**config.mk**
```make
export PLATFORM = sky130hd
export DESIGN_NAME = uart_tx_scheduler_flat
export DESIGN_NICKNAME = d
export VERILOG_FILES = /design/src/rtl/uart_tx_scheduler_if.sv /design/src/rtl/uart_tx_scheduler.sv /design/src/flat_wrapper.sv
export SDC_FILE = /design/constraint.sdc
export NUM_CORES = 1
export LEC_CHECK = 0
export BUFFER_PORTS_ARGS = -buffer_cell sky130_fd_sc_hd__buf_2
export CAP_MARGIN = 20
export CORE_MARGIN = 1.5
export CORE_UTILIZATION = 45
export DETAILED_ROUTE_END_ITERATION = 7
export PLACE_DENSITY_LB_ADDON = 0.12
export SLEW_MARGIN = 20
export SYNTH_ARGS = -nofsm -noshare
export SYNTH_HDL_FRONTEND = slang
export SYNTH_SLANG_ARGS = --single-unit
```
**constraint.sdc**
```tcl
create_clock -name clk -period 2.7 [get_ports clk]
set_input_delay 0.135 -clock clk [delete_from_list [all_inputs] [get_ports clk]]
set_output_delay 0.135 -clock clk [all_outputs]
set_load 0.02 [all_outputs]
```
**src/rtl/uart_tx_scheduler_if.sv**
```systemverilog
// Requester/serializer bundle for uart_tx_scheduler.
// The slave modport is the scheduler; master is the requesters plus the serializer.
interface uart_tx_scheduler_if #(
    parameter int NUM_REQ = 4
) ();
    localparam int GW = (NUM_REQ > 1) ? $clog2(NUM_REQ) : 1;

    logic [NUM_REQ-1:0]   req_valid;
    logic [8*NUM_REQ-1:0] req_data;
    logic [NUM_REQ-1:0]   req_last;
    logic [NUM_REQ-1:0]   req_ready;
    logic [7:0]           tx_data;
    logic                 tx_start;
    logic                 tx_busy;
    logic [GW-1:0]        grant_id;
    logic                 grant_active;
    logic                 msg_trunc;

    modport master (
        output req_valid, req_data, req_last, tx_busy,
        input  req_ready, tx_data, tx_start, grant_id, grant_active, msg_trunc
    );

    modport slave (
        input  req_valid, req_data, req_last, tx_busy,
        output req_ready, tx_data, tx_start, grant_id, grant_active, msg_trunc
    );
endinterface

```
**src/rtl/uart_tx_scheduler.sv**
```systemverilog
// Message-granular round-robin scheduler sharing one byte-wide UART transmitter
// between NUM_REQ requesters, with one byte outstanding and an idle gap after each message.
module uart_tx_scheduler #(
    parameter int NUM_REQ     = 4,
    parameter int MAX_MSG_LEN = 64,
    parameter int GAP_CYCLES  = 16
) (
    input logic                clk,
    input logic                rst,
    uart_tx_scheduler_if.slave bus
);
    localparam int          GW        = (NUM_REQ > 1) ? $clog2(NUM_REQ) : 1;
    localparam int          CW        = $clog2(MAX_MSG_LEN + 1);
    localparam int          GAPW      = $clog2(GAP_CYCLES + 1);
    localparam int unsigned NUM_REQ_U = NUM_REQ;
    localparam logic [CW-1:0]      CNT_LAST = CW'(MAX_MSG_LEN - 1);
    localparam logic [GAPW-1:0]    GAP_LAST = GAPW'(GAP_CYCLES - 1);
    localparam logic [NUM_REQ-1:0] ONE      = NUM_REQ'(1);
    localparam logic [GW-1:0]      PTR_INIT = GW'(NUM_REQ - 1);

    typedef enum logic [2:0] {
        IDLE,
        SEND,
        WAIT_ACK,
        WAIT_DONE,
        GAP
    } state_t;

    state_t             state;
    logic [GW-1:0]      last_grant;
    logic [GW-1:0]      grant_q;
    logic [CW-1:0]      byte_cnt;
    logic [GAPW-1:0]    gap_cnt;
    logic               msg_end;
    logic               end_by_count;
    logic [NUM_REQ-1:0] ready_q;
    logic [7:0]         data_q;
    logic               start_q;
    logic               active_q;
    logic               trunc_q;

    logic               found;
    logic [GW-1:0]      winner;
    logic [GW-1:0]      cand;
    logic               own_valid;
    logic               own_last;
    logic [7:0]         own_data;
    logic               accept;
    logic [NUM_REQ-1:0] grant_mask;
    logic               at_limit;

    // First valid requester after last_grant, wrapping modulo NUM_REQ.
    always_comb begin
        found  = 1'b0;
        winner = '0;
        cand   = '0;
        for (int unsigned off = 1; off <= NUM_REQ_U; off++) begin
            cand = GW'((32'(last_grant) + off) % NUM_REQ_U);
            if (!found && bus.req_valid[cand]) begin
                found  = 1'b1;
                winner = cand;
            end
        end
    end

    assign own_valid  = bus.req_valid[grant_q];
    assign own_last   = bus.req_last[grant_q];
    assign own_data   = bus.req_data[{grant_q, 3'b000} +: 8];
    assign accept     = (state == SEND) && own_valid && ready_q[grant_q];
    assign grant_mask = ONE << grant_q;
    assign at_limit   = (byte_cnt == CNT_LAST);

    always_ff @(posedge clk) begin
        if (rst) begin
            state        <= IDLE;
            last_grant   <= PTR_INIT;
            grant_q      <= '0;
            byte_cnt     <= '0;
            gap_cnt      <= '0;
            msg_end      <= 1'b0;
            end_by_count <= 1'b0;
            ready_q      <= '0;
            data_q       <= '0;
            start_q      <= 1'b0;
            active_q     <= 1'b0;
            trunc_q      <= 1'b0;
        end else begin
            start_q <= 1'b0;
            trunc_q <= 1'b0;
            case (state)
                IDLE: begin
                    if (found) begin
                        grant_q    <= winner;
                        last_grant <= winner;
                        byte_cnt   <= '0;
                        active_q   <= 1'b1;
                        ready_q    <= bus.tx_busy ? '0 : (ONE << winner);
                        state      <= SEND;
                    end
                end
                SEND: begin
                    if (accept) begin
                        data_q       <= own_data;
                        start_q      <= 1'b1;
                        msg_end      <= own_last || at_limit;
                        end_by_count <= !own_last && at_limit;
                        byte_cnt     <= byte_cnt + 1'b1;
                        ready_q      <= '0;
                        state        <= WAIT_ACK;
                    end else begin
                        // A serializer still busy from before a reset holds off the handshake.
                        ready_q <= bus.tx_busy ? '0 : grant_mask;
                    end
                end
                WAIT_ACK: begin
                    if (bus.tx_busy) begin
                        state <= WAIT_DONE;
                    end
                end
                WAIT_DONE: begin
                    if (!bus.tx_busy) begin
                        if (msg_end) begin
                            state    <= GAP;
                            gap_cnt  <= '0;
                            active_q <= 1'b0;
                            trunc_q  <= end_by_count;
                        end else begin
                            ready_q <= grant_mask;
                            state   <= SEND;
                        end
                    end
                end
                GAP: begin
                    if (gap_cnt == GAP_LAST) begin
                        state <= IDLE;
                    end else begin
                        gap_cnt <= gap_cnt + 1'b1;
                    end
                end
                default: state <= IDLE;
            endcase
        end
    end

    assign bus.req_ready    = ready_q;
    assign bus.tx_data      = data_q;
    assign bus.tx_start     = start_q;
    assign bus.grant_id     = grant_q;
    assign bus.grant_active = active_q;
    assign bus.msg_trunc    = trunc_q;
endmodule

```
**src/flat_wrapper.sv**
```systemverilog
// flat-port wrapper written by rule: the top's interface ports become plain ports
module uart_tx_scheduler_flat 
#(
    parameter int NUM_REQ     = 4,
    parameter int MAX_MSG_LEN = 64,
    parameter int GAP_CYCLES  = 16
)
  (clk, rst, bus_req_valid, bus_req_data, bus_req_last, bus_tx_busy, bus_req_ready, bus_tx_data, bus_tx_start, bus_grant_id, bus_grant_active, bus_msg_trunc);
  uart_tx_scheduler_if #(.NUM_REQ(NUM_REQ)) bus_i ();
  input logic clk;
  input logic rst;
  input wire logic [$bits(bus_i.req_valid)-1:0] bus_req_valid;
  input wire logic [$bits(bus_i.req_data)-1:0] bus_req_data;
  input wire logic [$bits(bus_i.req_last)-1:0] bus_req_last;
  input wire logic [$bits(bus_i.tx_busy)-1:0] bus_tx_busy;
  output wire logic [$bits(bus_i.req_ready)-1:0] bus_req_ready;
  output wire logic [$bits(bus_i.tx_data)-1:0] bus_tx_data;
  output wire logic [$bits(bus_i.tx_start)-1:0] bus_tx_start;
  output wire logic [$bits(bus_i.grant_id)-1:0] bus_grant_id;
  output wire logic [$bits(bus_i.grant_active)-1:0] bus_grant_active;
  output wire logic [$bits(bus_i.msg_trunc)-1:0] bus_msg_trunc;
  assign bus_i.req_valid = bus_req_valid;
  assign bus_i.req_data = bus_req_data;
  assign bus_i.req_last = bus_req_last;
  assign bus_i.tx_busy = bus_tx_busy;
  assign bus_req_ready = bus_i.req_ready;
  assign bus_tx_data = bus_i.tx_data;
  assign bus_tx_start = bus_i.tx_start;
  assign bus_grant_id = bus_i.grant_id;
  assign bus_grant_active = bus_i.grant_active;
  assign bus_msg_trunc = bus_i.msg_trunc;
  uart_tx_scheduler #(.NUM_REQ(NUM_REQ), .MAX_MSG_LEN(MAX_MSG_LEN), .GAP_CYCLES(GAP_CYCLES)) u_core (.clk(clk), .rst(rst), .bus(bus_i));
endmodule
```
==> results.txt <==
- Vias per Instance: around 5.5
* Total of max-cap violations: 0
* Synth Area per Inst: between 8 and 9 um2
- Power density relative to cell area: approximately 560 mW/mm2
* Cells along the critical path: ha_1 -> and3_1 -> ha_1 -> or4b_2 -> o21ai_1 -> nand4_1 -> xor2_1 -> nor2_1
- Register area share after synthesis: between 30% and 40%
- Number of antenna violations at the first check in global routing: 0
* Share of total power in the clock network: between 30% and 40%
- In this run the count of I/O pins placed on the die edge is 60.
* Synth Warn #: 0
- After clock tree synthesis, the clock-pin slew on the worst setup and hold paths is about 0.070 ns.
- In this run, CTS created clock tree buffers numbering 5.
- Placer congestion estimate: just over 0.8
* Number of buffers inserted to repair setup after CTS: 0
- The routed design has 4.57 mm of wire.
- Total number of cells along the worst setup path: 8
- Met1 Routed Length: 2.09 mm
* Post-Synthesis Cells: 230
- Summed over all nets, the switching power comes to around 400 uW.
- The final max-slew violation count was 0.
- The first detailed-routing pass took 4 iterations.
* Internal power of the cells: ~980 uW
* Hold Violations, Final: 0
- Routed signal wires occupy layers up through met4.
- Counting instances, the worst hold path has a depth of 4.
- Routed length on met3: 274 um
* Height of the chip: between 60 and 70 um
- The later pin in the worst-skew pair is clocked with a latency of 0.29 ns.
- For this design, the sink count on the clock tree is 36.
- With fillers left out, the area of the finished cells amounts to around 0.0024 mm2.
- The worst register-to-register path ends at u_core.gap_cnt[3].
- Post-route minimum period: around 2.3 ns
* Part of the cycle the worst path needs: between 80% and 90%
* Half-perimeter wire length after placement: around 3.3 mm
- Slew headroom: 53.8%
- Cell depth of the worst flop-to-flop path: 8
- Switching share of total power: between 20 and 30%
* Worst-Margin Slew: just under 0.7 ns
* Number of nets at the end of the flow: roughly 330
- Launching element type of the critical path: flip-flop
* Initial core utilization: a little under half
* Required time of the worst setup path: between 2 and 3 ns
- Chip Width: roughly 70 um
* Area growth from synthesis to final layout: 22.2%
- The clock passes through at most 2 buffers.
- Seq pwr share: between 40% and 50%
* Residual DRC count: 0
- Number of core rows: 24
* Clock skew after layout: roughly 0.0065 ns
- In this run the clock root is driven by a sky130_fd_sc_hd__clkbuf_8.
- Peak VDD IR: ~0.29 mV
* Highest fanout seen on the critical path: 8
- In this run the remaining antenna-violating nets after routing total 0.
- The total area inside the core boundary comes to between 0.004 and 0.005 mm2.
- In this run the static leakage power is about 0.97 nW.
* Number of storage elements in the synthesis netlist: 36
- 0 antenna diodes ended up in the layout.
* Full die area: 0.00483 mm2
- Endpoints failing setup: 0
* Detailed Route Iter0 Violations: a little under 80
- Entering global routing, the biggest net connects 33 pins.
- Post-route setup TNS: 0 ns
* Crit path buf inv count: 0
- Routed length on met2: ~2.1 mm
- Setup repair after global routing left no endpoint under its margin.
* Power share of the combinational group: between 20% and 30%
- Outcome: finished clean
* Capturing element type of the critical path: flip-flop
- The cell area that synthesis handed to floorplanning was 0.00199 mm2.
* Reg2reg start: u_core.gap_cnt[0]
* Number of synthesized flops with an enable pin: 0
* Overflow left after global routing: 0
* FFs w/ async S/R, synth: 0%
- Nets in the synthesized netlist: approximately 280
* Launch point of the worst path: u_core.gap_cnt[0]
* Count of instances resized after the clock tree is built: 0
- HP Class: input port to flip-flop
- Distinct cell type count of the synthesized netlist: between 50 and 60
* Overall global routing resource usage: around 20%
- Data on the critical path arrives at its endpoint at between 2 and 3 ns.
* Area post-placement: approximately 0.0023 mm2
- In this run the tool buffered the top-level ports with 59 buffer cells.
* Number of global-route vias before repair: 1,826
- Utilization of the core after routing: 56.7%
* Average wire per standard cell: ~13 um
- Launch point of the worst hold path: bus_req_valid[0]
* Hold buffers post-CTS: 0
- Of the cells placed in the final design, the portion with a size suffix greater than 1 is 31.7%.
* Worst min-delay path endpoint: u_core.bus.req_ready[3]
- Critical Setup Path Class: flip-flop to flip-flop
- In this run the register-to-register setup slack is 0.37 ns.
- Fill cells: roughly 400
* Prevailing post-synth register cell: sky130_fd_sc_hd__dfxtp_1
- Grouping stages by cell kind, the critical path spends the most delay in simple AND/OR/NAND/NOR gates.
- CTS H-Tree Depth: 2
- Upper clock frequency limit: roughly 430 MHz
- Cell with the largest stage delay on the worst path: sky130_fd_sc_hd__or4b_2
- Most common cell on crit path: sky130_fd_sc_hd__ha_1
* Wire length of the first global-routing pass: 8.06 mm
- CP peak stage delay: 0.62 ns
- The routed layout has around 1,900 vias.
- TritonCTS built the clock tree.
-- registers in the layout, summed over array words and instances (netlist names) --
register,flops
u_core.bus.msg_trunc,1
u_core.bus.tx_data,8
u_core.bus.req_ready,4
u_core.state,3
u_core.gap_cnt,5
u_core.bus.tx_start,1
u_core.end_by_count,1
u_core.bus.grant_active,1
u_core.msg_end,1
u_core.last_grant,2
u_core.bus.grant_id,2
u_core.byte_cnt,7
-- kinds of logic after synthesis --
logic type               after synthesis  share of synthesized area, %
AND/OR/NAND/NOR                      105                          26.8
AO/OA/AOI/OAI                         50                          16.5
flip-flops                            36                          36.2
buffers and inverters                 18                          3.58
multiplexers                          13                          12.9
XOR/XNOR                               5                          2.20
adder cells (fa/ha/maj)                3                          1.88
-- metal layers --
metal	vias up	GRT usage, %
li1	945	-
met1	871	25.0
met4	0	5.23
met5	-	0
met3	7	5.52
met2	51	35.6
-- power groups by stage --
stage	Combinational [mW]	Sequential, mW	Clock, mW
floorplan	0.214	0.610	0
global placement	0.322	0.604	0
detailed placement	0.325	0.604	0
CTS	0.327	0.592	0.473
global route	0.359	0.598	0.496
finish	0.322	0.592	0.460
-- area by class of cell --
type | count | area, um2 | share of cell area [%]
multi-input combinational | 176 | 1200 | 49.3
clock buffer | 6 | 72.6 | 2.98
timing repair buffer | 63 | 325 | 13.4
tap | 52 | 65.1 | 2.67
sequential | 36 | 721 | 29.6
inverter | 4 | 15.0 | 0.617
clock inverter | 2 | 35.0 | 1.44
-- worst max path at each step --
stage | slack (ns) | endpoint
5_1_grt | 0.21 | u_core.gap_cnt[3]
3_5_place_dp | 0.37 | u_core.gap_cnt[3]
4_1_cts | 0.36 | u_core.gap_cnt[3]
3_3_place_gp | 0.40 | u_core.gap_cnt[3]
2_1_floorplan | 0.52 | u_core.gap_cnt[3]
6_report | 0.37 | u_core.gap_cnt[3]
-- stage by stage --
| stage | power [mW] | instances | setup slack [ns] | hold slack [ns] |
|---|---|---|---|---|
| 2_1_floorplan | 0.825 | 230 | 0.524 | 0.349 |
| 3_3_place_gp | 0.926 | 331 | 0.404 | 0.440 |
| 3_5_place_dp | 0.929 | 331 | 0.371 | 0.443 |
| 4_1_cts | 1.39 | 339 | 0.365 | 0.304 |
| 5_1_grt | 1.45 | 339 | 0.211 | 0.332 |
| 6_report | 1.37 | 339 | 0.375 | 0.316 |
-- synth_stat cells (5+ instances only) --
cell type,n,area share (%)
sky130_fd_sc_hd__a21oi_1,19,4.8
sky130_fd_sc_hd__clkbuf_1,9,1.7
sky130_fd_sc_hd__dfxtp_1,36,36
sky130_fd_sc_hd__mux4_2,10,11
sky130_fd_sc_hd__nand2_1,28,5.3
sky130_fd_sc_hd__nand2b_1,6,1.9
sky130_fd_sc_hd__nand3b_1,5,1.9
sky130_fd_sc_hd__nor2_1,28,5.3
sky130_fd_sc_hd__nor2b_1,5,1.6
sky130_fd_sc_hd__nor3_1,8,2.0
-- tightest hold or removal path, delay by kind of cell --
family,cells,cell delay [ns]
buffers and inverters,1,0.16
AND/OR/NAND/NOR,1,0.07
AO/OA/AOI/OAI,2,0.19
-- layout by cell type, fill, tap and decap left out, types with 2 or more instances in the layout --
cell,instances
sky130_fd_sc_hd__mux2i_1,2
sky130_fd_sc_hd__mux4_2,10
sky130_fd_sc_hd__nor3b_1,2
sky130_fd_sc_hd__or2_2,2
sky130_fd_sc_hd__o21ai_0,4
sky130_fd_sc_hd__xnor2_1,3
sky130_fd_sc_hd__nand3b_1,5
sky130_fd_sc_hd__a21oi_1,19
sky130_fd_sc_hd__nor2b_1,5
sky130_fd_sc_hd__inv_1,4
sky130_fd_sc_hd__nor4b_1,2
sky130_fd_sc_hd__nor2_1,28
sky130_fd_sc_hd__o211ai_1,3
sky130_fd_sc_hd__nand2_1,28
sky130_fd_sc_hd__a211oi_1,3
sky130_fd_sc_hd__o31ai_1,3
sky130_fd_sc_hd__o21bai_1,2
sky130_fd_sc_hd__xor2_1,2
sky130_fd_sc_hd__clkbuf_8,5
sky130_fd_sc_hd__nor3_1,8
sky130_fd_sc_hd__nor4_1,4
sky130_fd_sc_hd__or3_2,2
sky130_fd_sc_hd__dfxtp_1,36
sky130_fd_sc_hd__buf_2,59
sky130_fd_sc_hd__nand3_1,4
sky130_fd_sc_hd__ha_1,3
sky130_fd_sc_hd__buf_4,4
sky130_fd_sc_hd__nand2b_1,6
Note: power is estimated with default switching activity, not from simulation.
